## config.mk

```make
export PLATFORM = sky130hd
export DESIGN_NAME = uart_frame_rx
export DESIGN_NICKNAME = d
export VERILOG_FILES = /design/src/rtl/uart_pkg.sv /design/src/rtl/uart_rx_byte.sv /design/src/rtl/uart_frame_rx.sv
export SDC_FILE = /design/constraint.sdc
export NUM_CORES = 1
export LEC_CHECK = 0
export ABC_CLOCK_PERIOD_IN_PS = 4200
export BUFFER_PORTS_ARGS = -buffer_cell sky130_fd_sc_hd__buf_2
export CAP_MARGIN = 20
export CORE_MARGIN = 2
export CORE_UTILIZATION = 45
export CTS_CLUSTER_DIAMETER = 80
export DETAILED_ROUTE_END_ITERATION = 8
export REMOVE_ABC_BUFFERS = 1
export SYNTH_ARGS = -nofsm -noshare
export SYNTH_HDL_FRONTEND = slang
export SYNTH_SLANG_ARGS = --single-unit
```

## constraint.sdc

```tcl
create_clock -name i_Clk -period 4.2 [get_ports i_Clk]
set_clock_uncertainty 0.2 [all_clocks]
set_input_delay 0 -clock i_Clk [delete_from_list [all_inputs] [get_ports i_Clk]]
set_output_delay 0 -clock i_Clk [all_outputs]
set_load 0.005 [all_outputs]
```

## src/rtl/uart_pkg.sv

```systemverilog
`default_nettype none
// ============================================================================
// Module  : uart_pkg
// Purpose : Shared UART constants and receive/transmit bit-FSM state encoding.
// Revision: 1.0 - initial release
// ============================================================================
package uart_pkg;

  localparam int c_CLKS_PER_BIT_DEFAULT    = 10417;
  localparam int c_BYTES_PER_FRAME_DEFAULT = 9216;

  typedef enum logic [2:0] {
    IDLE   = 3'd0,
    START  = 3'd1,
    DATA   = 3'd2,
    PARITY = 3'd3,
    STOP   = 3'd4
  } uart_state_t;

endpackage
`default_nettype wire

```

## src/rtl/uart_rx_byte.sv

```systemverilog
`default_nettype none
// ============================================================================
// Module  : uart_rx_byte
// Purpose : Input synchronizer and bit FSM; strobes valid/error at the stop
//           sample. Even parity compiled in with UART_RX_PARITY_EN.
// Revision: 1.0 - initial release
// ============================================================================
module uart_rx_byte
  import uart_pkg::*;
#(
  parameter int CLKS_PER_BIT = c_CLKS_PER_BIT_DEFAULT
) (
  input  logic       i_Clk,
  input  logic       i_Rst,
  input  logic       i_Rx,
  output logic [7:0] o_Byte,
  output logic       o_Valid,
  output logic       o_Error,
  output logic       o_Idle
);

  localparam int                 c_CNT_W = $clog2(CLKS_PER_BIT);
  localparam logic [c_CNT_W-1:0] c_HALF  = c_CNT_W'(CLKS_PER_BIT / 2 - 1);
  localparam logic [c_CNT_W-1:0] c_LAST  = c_CNT_W'(CLKS_PER_BIT - 1);

  logic               r_Rx_Meta;
  logic               r_Rx_Sync;
  uart_state_t        r_State;
  uart_state_t        w_Next_State;
  logic [c_CNT_W-1:0] r_Count;
  logic [2:0]         r_Bit_Idx;
  logic [7:0]         r_Shift;
  logic               w_Cnt_Clr;
  logic               w_Shift_En;
  logic               w_Valid;
  logic               w_Error;
  logic               w_Par_Ok;
`ifdef UART_RX_PARITY_EN
  logic               r_Par_Err;
  logic               w_Par_En;
  assign w_Par_Ok = ~r_Par_Err;
`else
  assign w_Par_Ok = 1'b1;
`endif

  always_comb begin
    w_Next_State = r_State;
    w_Cnt_Clr    = 1'b0;
    w_Shift_En   = 1'b0;
    w_Valid      = 1'b0;
    w_Error      = 1'b0;
`ifdef UART_RX_PARITY_EN
    w_Par_En     = 1'b0;
`endif
    case (r_State)
      IDLE: begin
        w_Cnt_Clr = 1'b1;
        if (!r_Rx_Sync) w_Next_State = START;
      end
      START: begin
        if (r_Count == c_HALF) begin
          w_Cnt_Clr    = 1'b1;
          w_Next_State = r_Rx_Sync ? IDLE : DATA;
        end
      end
      DATA: begin
        if (r_Count == c_LAST) begin
          w_Cnt_Clr  = 1'b1;
          w_Shift_En = 1'b1;
          if (r_Bit_Idx == 3'd7) begin
`ifdef UART_RX_PARITY_EN
            w_Next_State = PARITY;
`else
            w_Next_State = STOP;
`endif
          end
        end
      end
`ifdef UART_RX_PARITY_EN
      PARITY: begin
        if (r_Count == c_LAST) begin
          w_Cnt_Clr    = 1'b1;
          w_Par_En     = 1'b1;
          w_Next_State = STOP;
        end
      end
`endif
      STOP: begin
        if (r_Count == c_LAST) begin
          w_Cnt_Clr    = 1'b1;
          w_Next_State = IDLE;
          if (r_Rx_Sync && w_Par_Ok) w_Valid = 1'b1;
          else                       w_Error = 1'b1;
        end
      end
      default: w_Next_State = IDLE;
    endcase
  end

  always_ff @(posedge i_Clk) begin
    if (i_Rst) begin
      r_Rx_Meta <= 1'b1;
      r_Rx_Sync <= 1'b1;
      r_State   <= IDLE;
      r_Count   <= '0;
      r_Bit_Idx <= '0;
      r_Shift   <= '0;
`ifdef UART_RX_PARITY_EN
      r_Par_Err <= 1'b0;
`endif
    end else begin
      r_Rx_Meta <= i_Rx;
      r_Rx_Sync <= r_Rx_Meta;
      r_State   <= w_Next_State;
      r_Count   <= w_Cnt_Clr ? '0 : r_Count + 1'b1;
      if (r_State == START) r_Bit_Idx <= '0;
      else if (w_Shift_En)  r_Bit_Idx <= r_Bit_Idx + 1'b1;
      // LSB arrives first, so shift in from the top
      if (w_Shift_En) r_Shift <= {r_Rx_Sync, r_Shift[7:1]};
`ifdef UART_RX_PARITY_EN
      if (r_State == START) r_Par_Err <= 1'b0;
      else if (w_Par_En)    r_Par_Err <= r_Rx_Sync ^ (^r_Shift);
`endif
    end
  end

  assign o_Byte  = r_Shift;
  assign o_Valid = w_Valid;
  assign o_Error = w_Error;
  assign o_Idle  = (r_State == IDLE);

endmodule
`default_nettype wire

```

## src/rtl/uart_frame_rx.sv

```systemverilog
`default_nettype none
// ============================================================================
// Module  : uart_frame_rx
// Purpose : UART frame receiver writing good bytes to sequential RAM addresses,
//           with frame-done, idle-timeout abort and byte-error pulses.
//           Optional even parity: define UART_RX_PARITY_EN.
// Revision: 1.0 - initial release
// ============================================================================
module uart_frame_rx
  import uart_pkg::*;
#(
  parameter int CLKS_PER_BIT    = c_CLKS_PER_BIT_DEFAULT,
  parameter int BYTES_PER_FRAME = c_BYTES_PER_FRAME_DEFAULT,
  parameter int ADDR_W          = 14,
  parameter int TIMEOUT_BITS    = 64
) (
  input  logic              i_Clk,
  input  logic              i_Rst,
  input  logic              i_Rx,
  output logic [7:0]        o_RAM_Data,
  output logic [ADDR_W-1:0] o_Write_Adress,
  output logic              o_Enable_Write,
  output logic              o_Frame_Done,
  output logic              o_Frame_Abort,
  output logic              o_Byte_Error
);

  localparam int                  c_TIMEOUT_CYCLES = TIMEOUT_BITS * CLKS_PER_BIT;
  localparam int                  c_IDLE_W         = $clog2(c_TIMEOUT_CYCLES);
  localparam logic [c_IDLE_W-1:0] c_IDLE_LAST      = c_IDLE_W'(c_TIMEOUT_CYCLES - 1);
  localparam logic [ADDR_W-1:0]   c_LAST_ADDR      = ADDR_W'(BYTES_PER_FRAME - 1);

  logic [7:0]          w_Byte;
  logic                w_Valid;
  logic                w_Error;
  logic                w_Idle;
  logic [ADDR_W-1:0]   r_Byte_Count;
  logic [c_IDLE_W-1:0] r_Idle_Count;

  uart_rx_byte #(
    .CLKS_PER_BIT(CLKS_PER_BIT)
  ) u_rx_byte (
    .i_Clk  (i_Clk),
    .i_Rst  (i_Rst),
    .i_Rx   (i_Rx),
    .o_Byte (w_Byte),
    .o_Valid(w_Valid),
    .o_Error(w_Error),
    .o_Idle (w_Idle)
  );

  always_ff @(posedge i_Clk) begin
    if (i_Rst) begin
      o_RAM_Data     <= '0;
      o_Write_Adress <= '0;
      o_Enable_Write <= 1'b0;
      o_Frame_Done   <= 1'b0;
      o_Frame_Abort  <= 1'b0;
      o_Byte_Error   <= 1'b0;
      r_Byte_Count   <= '0;
      r_Idle_Count   <= '0;
    end else begin
      o_Enable_Write <= w_Valid;
      o_Frame_Done   <= w_Valid && !w_Error && (r_Byte_Count == c_LAST_ADDR);
      o_Byte_Error   <= w_Error;
      o_Frame_Abort  <= 1'b0;
      if (w_Valid) begin
        o_RAM_Data     <= w_Byte;
        o_Write_Adress <= r_Byte_Count;
        r_Byte_Count   <= (r_Byte_Count == c_LAST_ADDR) ? '0 : r_Byte_Count + 1'b1;
      end
      // Valid only fires outside IDLE, so it never races the abort below
      if (w_Idle && (r_Byte_Count != '0)) begin
        if (r_Idle_Count == c_IDLE_LAST) begin
          o_Frame_Abort <= 1'b1;
          r_Byte_Count  <= '0;
          r_Idle_Count  <= '0;
        end else begin
          r_Idle_Count <= r_Idle_Count + 1'b1;
        end
      end else begin
        r_Idle_Count <= '0;
      end
    end
  end

endmodule
`default_nettype wire

```

# Word-level counts from Yosys, hierarchy flattened

Cells that the tools add are included.

Add/sub/neg operators: 4
Reduce and logical (&&, ||, !) cells: 12
Bitwise operators: 1
Eq/ne operators: 13
Multiplexer cells: 22

Operators by type and width:

| kind                                                                    | count |
|---|---|
| 14-bit two-way mux                                                      | 4 |
| 14-bit by 1-bit adder with 14-bit output, second input constant         | 2 |
| 14-bit equality test, second input constant                             | 2 |
| 20-bit by 1-bit adder with 20-bit output, second input constant         | 1 |
| 20-bit equality test, second input constant                             | 1 |
| 3-bit two-way mux                                                       | 5 |
| 14-bit by 13-bit equality test with 1-bit output, second input constant | 1 |
| 14-bit nonzero test                                                     | 1 |
| 3-bit case mux with 4 select lines                                      | 1 |
| 1-bit two-way mux                                                       | 10 |
| 2-bit by 1-bit != test with 1-bit output, second input constant         | 4 |
| 2-bit OR reduction                                                      | 4 |
| 3-bit equality test, second input constant                              | 2 |
| 5-bit AND reduction                                                     | 1 |
| 3-bit by 1-bit adder with 3-bit output, second input constant           | 1 |
| 3-bit by 1-bit equality test with 1-bit output, second input constant   | 1 |
| 3-bit by 2-bit equality test with 1-bit output, second input constant   | 1 |
| 1-bit logical AND                                                       | 3 |
| 3-bit zero test                                                         | 1 |
| 1-bit case mux with 3 select lines                                      | 1 |
| 3-bit OR reduction                                                      | 1 |
| 2-bit two-way mux                                                       | 1 |
| 2-bit != test, second input constant                                    | 1 |
| 1-bit zero test                                                         | 1 |
| 1-bit NOT                                                               | 1 |

Logic and storage cells: 66
Input port bits: 3
Register bits after elaboration: 90

# Longest topological paths before layout

Gate-level depths: netlist of the first run.

Depth in word-level cells: 6
Depth in mapped cells: 9
Depth with buffers taken out: 7

# Hierarchy

From an unflattened synthesis of the first run, not the netlist that was laid out.

Cell total of the unflattened synthesis: 431
Area total of the unflattened synthesis: 4072.7 um^2

By module, submodules not included:

| module        | area each (um^2) | times used | sequential area each (um^2) | cells an instance |
|---|---|---|---|---|
| uart_frame_rx | 2607.5           | 1          | 1201.2                      | 273 |
| uart_rx_byte  | 1465.2           | 1          | 600.6                       | 158 |

# Worst setup path after synthesis of the first run

Ideal clock, no wire load.

Path kind: reg-to-reg
Start: register r_Idle_Count[7]
End: register r_Byte_Count[10]
Arrival: 2066 ps
Period minus slack after synthesis: 2380 ps
Buffers on the path: 0
Stages on the path, launching flop included: 6
Setup time: 115 ps
Slack: 1820 ps
Cell sequence: dfxtp_1 > or4b_1 > or4_4 > o41ai_4 > a21o_4 > nor2_1

Word-level cells in the longest chain between the ends: 3

RTL lines:

| what                   | line                | RTL |
|---|---|---|
| from (decl)            | uart_frame_rx.sv:38 | `logic [c_IDLE_W-1:0] r_Idle_Count;` |
| from (signal assigned) | uart_frame_rx.sv:79 | `r_Idle_Count <= r_Idle_Count + 1'b1;` |
| 20-bit equality test   | uart_frame_rx.sv:74 | `if (r_Idle_Count == c_IDLE_LAST) begin` |
| 14-bit two-way mux     | uart_frame_rx.sv:74 |  |
| 14-bit two-way mux     | uart_frame_rx.sv:73 | `if (w_Idle && (r_Byte_Count != '0)) begin` |
| to (signal assigned)   | uart_frame_rx.sv:70 | `r_Byte_Count <= (r_Byte_Count == c_LAST_ADDR) ? '0 : r_Byte_Count + 1'b1;` |
| to (decl)              | uart_frame_rx.sv:37 | `logic [ADDR_W-1:0] r_Byte_Count;` |

No other way between the ends.
A chain may end at the register's enable or synchronous reset.

# Worst setup path after layout of the first run

Start: register u_rx_byte.r_Count[9]
End: register u_rx_byte.r_Count[2]

Word-level cells in the longest chain between the ends: 4

RTL lines:

| what                                                                                            | line                                                       | RTL |
|---|---|---|
| from (decl)                                                                                     | uart_rx_byte.sv:30                                         | `logic [c_CNT_W-1:0] r_Count;` |
| from (signal assigned)                                                                          | uart_rx_byte.sv:115                                        | `r_Count <= w_Cnt_Clr ? '0 : r_Count + 1'b1;` |
| 14-bit equality test / 14-bit by 13-bit equality test with 1-bit output (equally long branches) | uart_rx_byte.sv:67, uart_rx_byte.sv:89, uart_rx_byte.sv:61 |  |
| 1-bit two-way mux (on tied branches)                                                            | uart_rx_byte.sv:67, uart_rx_byte.sv:89, uart_rx_byte.sv:61 |  |
| 1-bit case mux with 3 select lines *                                                            | uart_rx_byte.sv:55                                         | `case (r_State)` |
| 2-bit OR reduction (no source line) *                                                           | -                                                          |  |

Mark *: on every way between the ends. The rest lies on a longest branch, timed or not.

==> results.md, run 1 <==
* Status: finished, final reports clean
* Worst path required time at 4.24 ns
* Ant diodes at 0
* Final setup fails at 0
* Period minus WS final at 2.77 ns
* Vias per cell at 5.01
* Synth area leader: dfxtp_1
* Std-Cell Rows at 33
* Max VDD drop at 172 uV
* Max-cap violations at 0
* Crit path capture type: flip-flop
* Core area at 0.00818 sq mm
* Most frequent cells in the layout: 90 x dfxtp_1, 72 x nor2_1, 69 x nand2_1, 29 x a21oi_1, 28 x buf_2
* Worst R2R Setup Slack at 1.43 ns
* Die height at 95.6 um
* Post-Syn Area per Cell at 8.59 sq um
* Clock network power share at 0.399
* Gr usage total at 0.165
* Worst-path fanout max at 14
* Top_reg_cell synth: dfxtp_1
* Synth-to-Final Area Change at 11.5%
* Post-DP HPWL at 4.65 mm
* Area after DPL at 0.00400 sq mm
* Post-route cell area at 0.00421 sq mm
* Gate power share at 0.015
* DR pass1 iterations at 4
* Cell Pwr Density at 347 mW/mm^2
* CP Launch Type: flip-flop
* Commonest non-fill, non-tap cell in the layout: dfxtp_1
* Total CTS buffers at 9
* Share of synthesized area occupied by flip-flops and latches at 0.477
* DRT iter0 DRCs at 117
* Largest net degree at the start of global routing at 38
* #FFs+latches synth at 90
* Post-synth top area share at 0.477
* FF-to-FF path depth at 6
* # H-tree levels at 3
* Die X at 95.6 um
* Vias in the first global route at 2,563
* Global-route wire length before repair at 12.0 mm
* Fin. max-slew vios at 0
* WL/cell at 12.1 um
* Port bufs at 28
* Fraction of layout instances using a drive strength above 1 at 0.111
* Final worst-path cycle share at 0.658
* Leakage at 1.59 nW
* Synth async-reset ratio at 0
* DRT Wirelength at 6.96 mm
* Initial antenna violation count at 0
* Grt ovf at 0
* Initial Util at 0.462
* Root buffer cell: clkbuf_8
* Hold Startpoint: i_Rx
* Final GP Congestion at 0.808
* Crit path launch: u_rx_byte.r_Count[9]$_SDFF_PP0_
* Tightest Hold Check Type: in2reg
* Post-CTS setup buffer count at 0
* Reg clk slew, reported paths at 0.08 ns
* Synth warnings at 0
* Post-Route Setup TNS at 0 ns
* Post-Syn Area at 0.00378 sq mm
* TritonCTS clock tree: built
* Distinct cells, synth at 39
* Rel. slew slack at 0.452
* CTS sink cnt at 90
* Post-CTS Resized at 0
* Fmax at 362 MHz
* RSZ-0062 raised after global routing: no
* Worst reg2reg endpoint: u_rx_byte.r_Count[2]$_SDFF_PP0_
* Internal Power at 1.14 mW
* RR Startpoint: u_rx_byte.r_Count[9]$_SDFF_PP0_
* Actual slew at the worst max-slew pin at 0.815 ns
* Worst setup path endpoint: u_rx_byte.r_Count[2]$_SDFF_PP0_
* Nets at 476
* Remaining DRCs at 0
* Post-DRT Antenna Nets at 0
* Synth Instances at 440
* Largest cells by area after synthesis: dfxtp_1 48%, nor2_1 7.2%, nand2_1 6.9%
* Clock Path Buffers at 2
* Switching fraction of total power at 0.221
* Num ports at 29
* Die Footprint at 0.00915 sq mm
* Worst skew pair latency at 0.35 ns
* Net Sw Power at 323 uW
* Critical Path AT at 2.80 ns
* Crit path kind: reg2reg
* EDFF count, synth at 0
* DR vias at 2,880
* Fin. Hold Viols at 0
* Part of the power in registers at 0.586
## flip-flops by register name (all words and copies together) (netlist names)
| name | cells |
|---|---|
| r_Idle_Count | 20 |
| o_Write_Adress | 14 |
| r_Byte_Count | 14 |
| u_rx_byte.r_Count | 14 |
| o_RAM_Data | 8 |
| u_rx_byte.o_Byte | 8 |
| u_rx_byte.r_Bit_Idx | 3 |
| u_rx_byte.r_State | 3 |
| o_Byte_Error | 1 |
| o_Enable_Write | 1 |
| o_Frame_Abort | 1 |
| o_Frame_Done | 1 |
| u_rx_byte.r_Rx_Meta | 1 |
| u_rx_byte.r_Rx_Sync | 1 |
## metrics by stage
stage | cells | total power, mW | setup slack (ns) | hold slack [ns] | utilization
6_report | 575 | 1.46 | 1.43 | 0.174 | 0.515
4_1_cts | 575 | 1.48 | 1.42 | 0.158 | 0.515
3_5_place_dp | 558 | 0.898 | 1.43 | -0.0148 | 0.489
2_1_floorplan | 422 | 0.888 | 1.54 | -0.131 | -
3_3_place_gp | 558 | 0.898 | 1.46 | -0.0184 | 0.489
5_1_grt | 575 | 1.52 | 1.17 | 0.160 | 0.515
## logic make-up (layout without fill, tap and decap cells)
group | count (synthesis) | after routing | share of synthesized area
simple gates | 225 | 225 | 0.282
flops | 90 | 90 | 0.477
xor+xnor | 42 | 42 | 0.0974
compound gates | 36 | 36 | 0.0609
buf+inv | 29 | 59 | 0.0301
mux | 10 | 10 | 0.0265
fa+ha+maj | 8 | 8 | 0.0258
## synth_stat cells, types with 2 or more instances
cell type,instances
clkbuf_1,13
ha_1,7
o211ai_1,2
nor2b_1,2
buf_2,4
nand2b_1,2
nor4b_1,2
nor2_1,72
nor3_1,11
or3_1,3
nand3_1,17
a21oi_1,29
nor4bb_1,4
and3_1,8
inv_1,11
dfxtp_1,90
nor4_1,8
mux2i_1,10
nand4_1,11
nand2_1,69
xnor2_1,20
and4_1,4
and2_1,2
xor2_1,22
or2_2,3
## worst min path at each step
stage                                     endpoint  slack [ns]  cells past startpoint
floorplan               o_RAM_Data[0]$_SDFFE_PP0N_       -0.13                      1
global placement    u_rx_byte.r_Rx_Meta$_SDFF_PP1_       -0.02                      2
detailed placement  u_rx_byte.r_Rx_Meta$_SDFF_PP1_       -0.01                      2
CTS                 u_rx_byte.r_Rx_Meta$_SDFF_PP1_        0.16                      3
global route        u_rx_byte.r_Rx_Meta$_SDFF_PP1_        0.16                      3
finish              u_rx_byte.r_Rx_Meta$_SDFF_PP1_        0.17                      3
## layer usage
layer  wire [um]  track usage  vias to the layer above
li1            -            -                     1534
met1        3780        0.239                     1308
met2        2900        0.238                       28
met3         150       0.0324                       10
met4         120       0.0690                        0
met5           0            0                        -
## final cells by class
cell class / instances / area [sq um]
fillers: 786 / 3960
multi-input cells: 321 / 1860
flip-flops and latches: 90 / 1800
repair buffers: 33 / 183
well taps: 105 / 131
clock buffers: 10 / 128
clock inverters: 5 / 63.8
inverters: 11 / 41.3
## power groups by stage
| stage | logic, mW | clock network, mW | registers [mW] |
|---|---|---|---|
| after global placement | 0.0207 | 0 | 0.877 |
| after global routing | 0.0245 | 0.635 | 0.858 |
| final | 0.0220 | 0.584 | 0.857 |
| after CTS | 0.0222 | 0.599 | 0.857 |
| after detailed placement | 0.0207 | 0 | 0.877 |
| after floorplan | 0.0115 | 0 | 0.876 |
## worst max-delay path, cell delays in order, from the launching register on
cell and delay, ns:
dfxtp_1 0.35, nor4b_1 0.46, nand4_1 0.62, maj3_1 0.58
o211ai_1 0.16, buf_4 0.22, nor2_1 0.07
## what timing repair did
action,in CTS,in global routing
endpoints found under the hold margin,20,0
hold buffers,2,0
setup endpoints to repair,0,0
(Power assumes the default switching activity.)
==> inputs of run 2 (changes only) <==
Settings changed: ABC_CLOCK_PERIOD_IN_PS 4200 to 2260.
Clock period 4.2 ns to 2.26 ns, I/O delays scaled along.
==> results.md, run 2 (synthesis results as in run 1) <==
* Status: finished, final reports clean
* FF-to-FF path depth at 6 (unchanged)
* Crit path cell chain: or4bb_1, or4_4, or2_4, nand3_4, buf_12, nor2_1
* Crit path launch: r_Idle_Count[8]$_SDFF_PP0_
* Post-Route Setup TNS at 0 ns (unchanged)
* Max FFs per register at 20 (unchanged)
* Worst skew pair latency at 0.37 ns (+0.02 ns)
* Port bufs at 28 (unchanged)
* Largest net degree at the start of global routing at 36 (-5.3%)
* Crit path depth at 6 (unchanged)
* Num ports at 29 (unchanged)
* Slowest CP cell: or4_4
* # H-tree levels at 3 (unchanged)
* Reg clk slew, reported paths at 0.09 ns (about the same)
* Initial antenna violation count at 0 (unchanged)
* Remaining DRCs at 0 (unchanged)
* Die X at 95.6 um (unchanged)
* Synth-to-Final Area Change at 18.7%
* DR vias at 3,087 (+7.2%)
* Final worst-path cycle share at 0.998 (+0.339)
* Rel. slew slack at 0.592 (+0.140)
* TritonCTS clock tree: built
* Total CTS buffers at 9 (unchanged)
* Gr usage total at 0.180 (+0.0147)
* Die Footprint at 0.00915 sq mm (unchanged)
* CP Launch Type: flip-flop
* Post-CTS setup buffer count at 0 (unchanged)
* DR pass1 iterations at 4 (unchanged)
* Cell Pwr Density at 599 mW/mm^2 (+72%)
* Root buffer cell: clkbuf_8
* DRT iter0 DRCs at 97 (-17%)
* Max-cap violations at 0 (unchanged)
* Final setup fails at 0 (unchanged)
* Post-DRT Antenna Nets at 0 (unchanged)
* CTS sink cnt at 90 (unchanged)
* Std-Cell Rows at 33 (unchanged)
* Nets at 505 (+6.1%)
* Post-DP HPWL at 5.16 mm (+11%)
* RR Startpoint: r_Idle_Count[8]$_SDFF_PP0_
* Period minus WS final at 2.26 ns (-0.510 ns)
* Vias in the first global route at 2,812 (+9.7%)
* RSZ-0062 raised after global routing: yes
* Clock Path Buffers at 2 (unchanged)
* Commonest non-fill, non-tap cell in the layout: dfxtp_1
* Leakage at 1.74 nW (+9.2%)
* Most frequent cells in the layout: 89 x dfxtp_1, 72 x nor2_1, 69 x nand2_1, 30 x buf_4, 29 x a21oi_1
* Worst path max stage delay at 0.57 ns (-0.05 ns)
* Worst-path fanout max at 10 (-4)
* Worst path required time at 2.32 ns (-1.92 ns)
* Worst setup path endpoint: r_Idle_Count[11]$_SDFF_PP0_
* Die height at 95.6 um (unchanged)
* Worst reg2reg endpoint: r_Idle_Count[11]$_SDFF_PP0_
* Max VDD drop at 375 uV (+120%)
* Fmax at 443 MHz (+23%)
* Fin. max-slew vios at 0 (unchanged)
* Fraction of layout instances using a drive strength above 1 at 0.174 (+0.0634)
* Global-route wire length before repair at 12.8 mm (+6.9%)
* Tot Pwr at 2.69 mW (+84%)
* Grt ovf at 0 (unchanged)
* Actual slew at the worst max-slew pin at 0.607 ns (-0.208 ns)
* WL/cell at 12.4 um (+2.6%)
* Core area at 0.00818 sq mm (unchanged)
* Tightest Hold Check Type: in2reg
* DRT Wirelength at 7.51 mm (+8.0%)
* Worst R2R Setup Slack at 0.005 ns (-1.43 ns)
* Crit path buffers/inverters at 1 (unchanged)
* Crit path capture type: flip-flop
* Largest register by flop count: r_Idle_Count
* Initial Util at 0.462 (unchanged)
* Vias per cell at 5.10 (+1.9%)
* Ant diodes at 0 (unchanged)
* Fin. Hold Viols at 0 (unchanged)
* Final GP Congestion at 0.821 (+1.6%)
* Critical Path AT at 2.31 ns (-0.49 ns)
* Crit path kind: reg2reg
* CP delay by family, top: simple AND/OR/NAND/NOR gates
-- run 2: worst min-delay path: cells and delay by family --
| kind | cells | cell delay [ns] |
|---|---|---|
| AND/OR/NAND/NOR | 1 | 0.08 |
| buffers and inverters | 2 | 0.61 |
-- run 2: per-layer routing --
layer  global-route usage  routed length (um)
met5                    0                   0
met4               0.0762                 142
met3               0.0403                 250
met2                0.273                3360
met1                0.245                3760
-- run 2: power by group --
| part | switching (mW) | internal, mW | leakage [nW] | total, mW |
|---|---|---|---|---|
| Clock | 0.604 | 0.442 | 0.0937 | 1.05 |
| Combinational | 0.0306 | 0.0195 | 0.918 | 0.0502 |
| Sequential | 0.00287 | 1.59 | 0.726 | 1.59 |
-- run 2: final cells by class --
cell class,count,area [sq um]
Fill cell,775,3690
Inverter,11,41.3
Timing Repair Buffer,62,433
Clock inverter,6,47.5
Sequential cell,90,1800
Clock buffer,10,138
Tap cell,105,131
Multi-Input combinational cell,321,1890
-- run 2: through the flow --
stage               setup WS (ns)  area, sq um  hold slack [ns]  std cells   util
finish                    0.00472         4480            0.152        605  0.549
global route              -0.0516         4480            0.163        605  0.549
CTS                     -0.000115         4470            0.144        605  0.547
detailed placement        -0.0923         4220          -0.0130        586  0.517
global placement          -0.0739         4220          -0.0130        586  0.517
floorplan                  -0.397         3710           -0.131        422      -
-- run 2: what timing repair did --
item	in CTS	in global routing
cloned	1	0
hold buffers	2	0
gates resized for setup	5	2
hold endpoints to repair	34	0
endpoints found under the setup margin	33	46
pin swaps	4	0
-- run 2: worst min path at each step --
stage               start                        endpoint  slack (ns)  cells past startpoint
finish               i_Rx  u_rx_byte.r_Rx_Meta$_SDFF_PP1_        0.15                      3
CTS                  i_Rx  u_rx_byte.r_Rx_Meta$_SDFF_PP1_        0.14                      3
detailed placement   i_Rx  u_rx_byte.r_Rx_Meta$_SDFF_PP1_       -0.01                      2
global placement     i_Rx  u_rx_byte.r_Rx_Meta$_SDFF_PP1_       -0.01                      2
global route         i_Rx  u_rx_byte.r_Rx_Meta$_SDFF_PP1_        0.16                      3
floorplan           i_Rst      o_RAM_Data[0]$_SDFFE_PP0N_       -0.13                      1
==> inputs of run 3 (changes only) <==
Settings changed: PLACE_DENSITY set to 0.65.
==> results.md, run 3 (synthesis results as in run 1) <==
* Slowest CP cell: or4_4
* Std-Cell Rows at 33 (unchanged)
* Crit path capture type: flip-flop
* Rel. slew slack at 0.671 (+0.0786)
* Leakage at 1.75 nW (+0.63%)
* Post-Route Setup TNS at 0 ns (unchanged)
* Vias per cell at 5.04 (-1.2%)
* Crit path launch: r_Idle_Count[7]$_SDFF_PP0_
* Die X at 95.6 um (unchanged)
* Crit path buffers/inverters at 1 (unchanged)
* Reg clk slew, reported paths at 0.09 ns (about the same)
* Initial Util at 0.462 (unchanged)
* Worst-path fanout max at 10 (unchanged)
* Hold Startpoint: i_Rx
* Tightest Hold Check Type: in2reg
* TritonCTS clock tree: built
* Grt ovf at 0 (unchanged)
* CTS sink cnt at 90 (unchanged)
* DR pass1 iterations at 4 (unchanged)
* Global-route wire length before repair at 12.8 mm (-0.27%)
* Max VDD drop at 361 uV (-3.7%)
* Fillers at 756 (-2.5%)
* Core area at 0.00818 sq mm (unchanged)
* RSZ-0062 raised after global routing: yes
* Critical Path AT at 2.30 ns (about the same)
* Largest register by flop count: r_Idle_Count
* Post-DP HPWL at 5.17 mm (+0.22%)
* CP Launch Type: flip-flop
* Status: finished, final reports clean
* Fmax at 445 MHz (+0.26%)
* Hold slack final at 0.167 ns (+0.0145 ns)
* Port bufs at 28 (unchanged)
* Max FFs per register at 20 (unchanged)
* Crit path kind: reg2reg
* Root buffer cell: clkbuf_8
* Most frequent cells in the layout: 90 x dfxtp_1, 72 x nor2_1, 69 x nand2_1, 33 x buf_4, 29 x a21oi_1
* Global routing usage on met3 at 0.0530 (+0.0126)
* Post-DRT Antenna Nets at 0 (unchanged)
* Max-cap violations at 0 (unchanged)
* Final worst-path cycle share at 0.995 (-0.00261)
* WL/cell at 12.2 um (-2.1%)
* Met1 Use GR at 0.228 (-0.0170)
* Total CTS buffers at 9 (unchanged)
* Die Footprint at 0.00915 sq mm (unchanged)
* Final GP Congestion at 0.845 (+2.9%)
* Clock Path Buffers at 2 (unchanged)
* Vias in the first global route at 2,894 (+2.9%)
* Crit path cell chain: or4b_1, or4_4, or2_4, nand3_4, buf_12, nor2_1
* Gr usage total at 0.176 (-0.00381)
* Cell Pwr Density at 603 mW/mm^2 (+0.67%)
* Worst path required time at 2.31 ns (about the same)
* Setup slack after layout at 0.0106 ns (+0.00589 ns)
* DRT iter0 DRCs at 65 (-33%)
* Placed Cells at 589 (+0.51%)
* RR Startpoint: r_Idle_Count[7]$_SDFF_PP0_
* Commonest non-fill, non-tap cell in the layout: dfxtp_1
* Crit path depth at 6 (unchanged)
* Actual slew at the worst max-slew pin at 0.490 ns (-0.117 ns)
* GRT busiest layer: met2
* CP delay by family, top: simple AND/OR/NAND/NOR gates
* Period minus WS final at 2.25 ns (-0.00589 ns)
* Nets at 508 (+0.59%)
* FF-to-FF path depth at 6 (unchanged)
* Largest net degree at the start of global routing at 35 (-2.8%)
* Initial antenna violation count at 0 (unchanged)
* Final setup fails at 0 (unchanged)
* Fin. max-slew vios at 0 (unchanged)
* Worst skew pair latency at 0.35 ns (-0.02 ns)
* Worst path max stage delay at 0.57 ns (about the same)
* Fraction of layout instances using a drive strength above 1 at 0.173 (-0.00104)
* Tot Pwr at 2.72 mW (+1.2%)
* Post-route insts no fill at 608 (+0.50%)
* Die height at 95.6 um (unchanged)
* Remaining DRCs at 0 (unchanged)
* DRT Wirelength at 7.39 mm (-1.6%)
* Synth-to-Final Area Change at 19.3%
* Num ports at 29 (unchanged)
* Fin. Hold Viols at 0 (unchanged)
* Met2 usage at 0.286 (+0.0134)
* DR vias at 3,065 (-0.71%)
* Worst hold path depth at 3 (unchanged)
* Ant diodes at 0 (unchanged)
* Pre-CTS WS at -0.0843 ns (+0.00800 ns)
* # H-tree levels at 3 (unchanged)
run 3: cell count changes in the layout (fill, tap and decap cells not counted):
cell / change
buf_4: +3
bufinv_16: +1
clkbuf_1: +1
clkbuf_8: -1
clkinv_4: -1
clkinvlp_4: +2
dfxtp_1: +1
dfxtp_2: -1
inv_6: -2
nor4bb_1: +1
nor4bb_2: -1
run 3: final timing paths:
check / endpoint / slack [ns]
max: r_Idle_Count[9]$_SDFF_PP0_ / 0.01
min: u_rx_byte.r_Rx_Meta$_SDFF_PP1_ / 0.17
max reg2reg: r_Idle_Count[9]$_SDFF_PP0_ / 0.01
min reg2reg: u_rx_byte.r_Rx_Sync$_SDFF_PP1_ / 0.22
run 3: layout make-up:
cell class                      instances  area, sq um  area share
Multi-Input combinational cell        321         1880       0.418
Sequential cell                        90         1800       0.400
Timing Repair Buffer                   65          455       0.101
Tap cell                              105          131      0.0291
Clock buffer                           10          128      0.0283
Clock inverter                          6         66.3      0.0147
Inverter                               11         41.3     0.00916
run 3: repair_timing:
action	CTS	global route
gates cloned	1	0
hold endpoints to repair	44	0
hold buffers	2	0
resized for setup	4	1
endpoints found under the setup margin	34	45
pin swaps	2	1
setup buffers	0	0
run 3: worst register-to-register path, cell delays in order (launching register included):
cell,delay [ns]
dfxtp_1,0.31
or4b_1,0.52
or4_4,0.57
or2_4,0.26
nand3_4,0.10
buf_12,0.14
nor2_1,0.05
run 3: layer usage:
layer / routed length (um) / vias to the layer above
li1: - / 1590
met1: 3650 / 1435
met2: 3460 / 38
met3: 240 / 2
met4: 36 / 0
met5: 0 / -
run 3: through the flow:
stage               area (sq um)   util
finish                      4510  0.551
global route                4510  0.551
CTS                         4500  0.551
detailed placement          4250  0.519
global placement            4250  0.519
floorplan                   3710      -
run 3: where the power goes:
group	switching (mW)	total (mW)	leakage, nW	internal [mW]
logic	0.0295	0.0490	0.934	0.0196
clock network	0.566	1.08	0.0889	0.513
registers	0.00259	1.59	0.725	1.59
total	0.599	2.72	1.75	2.12
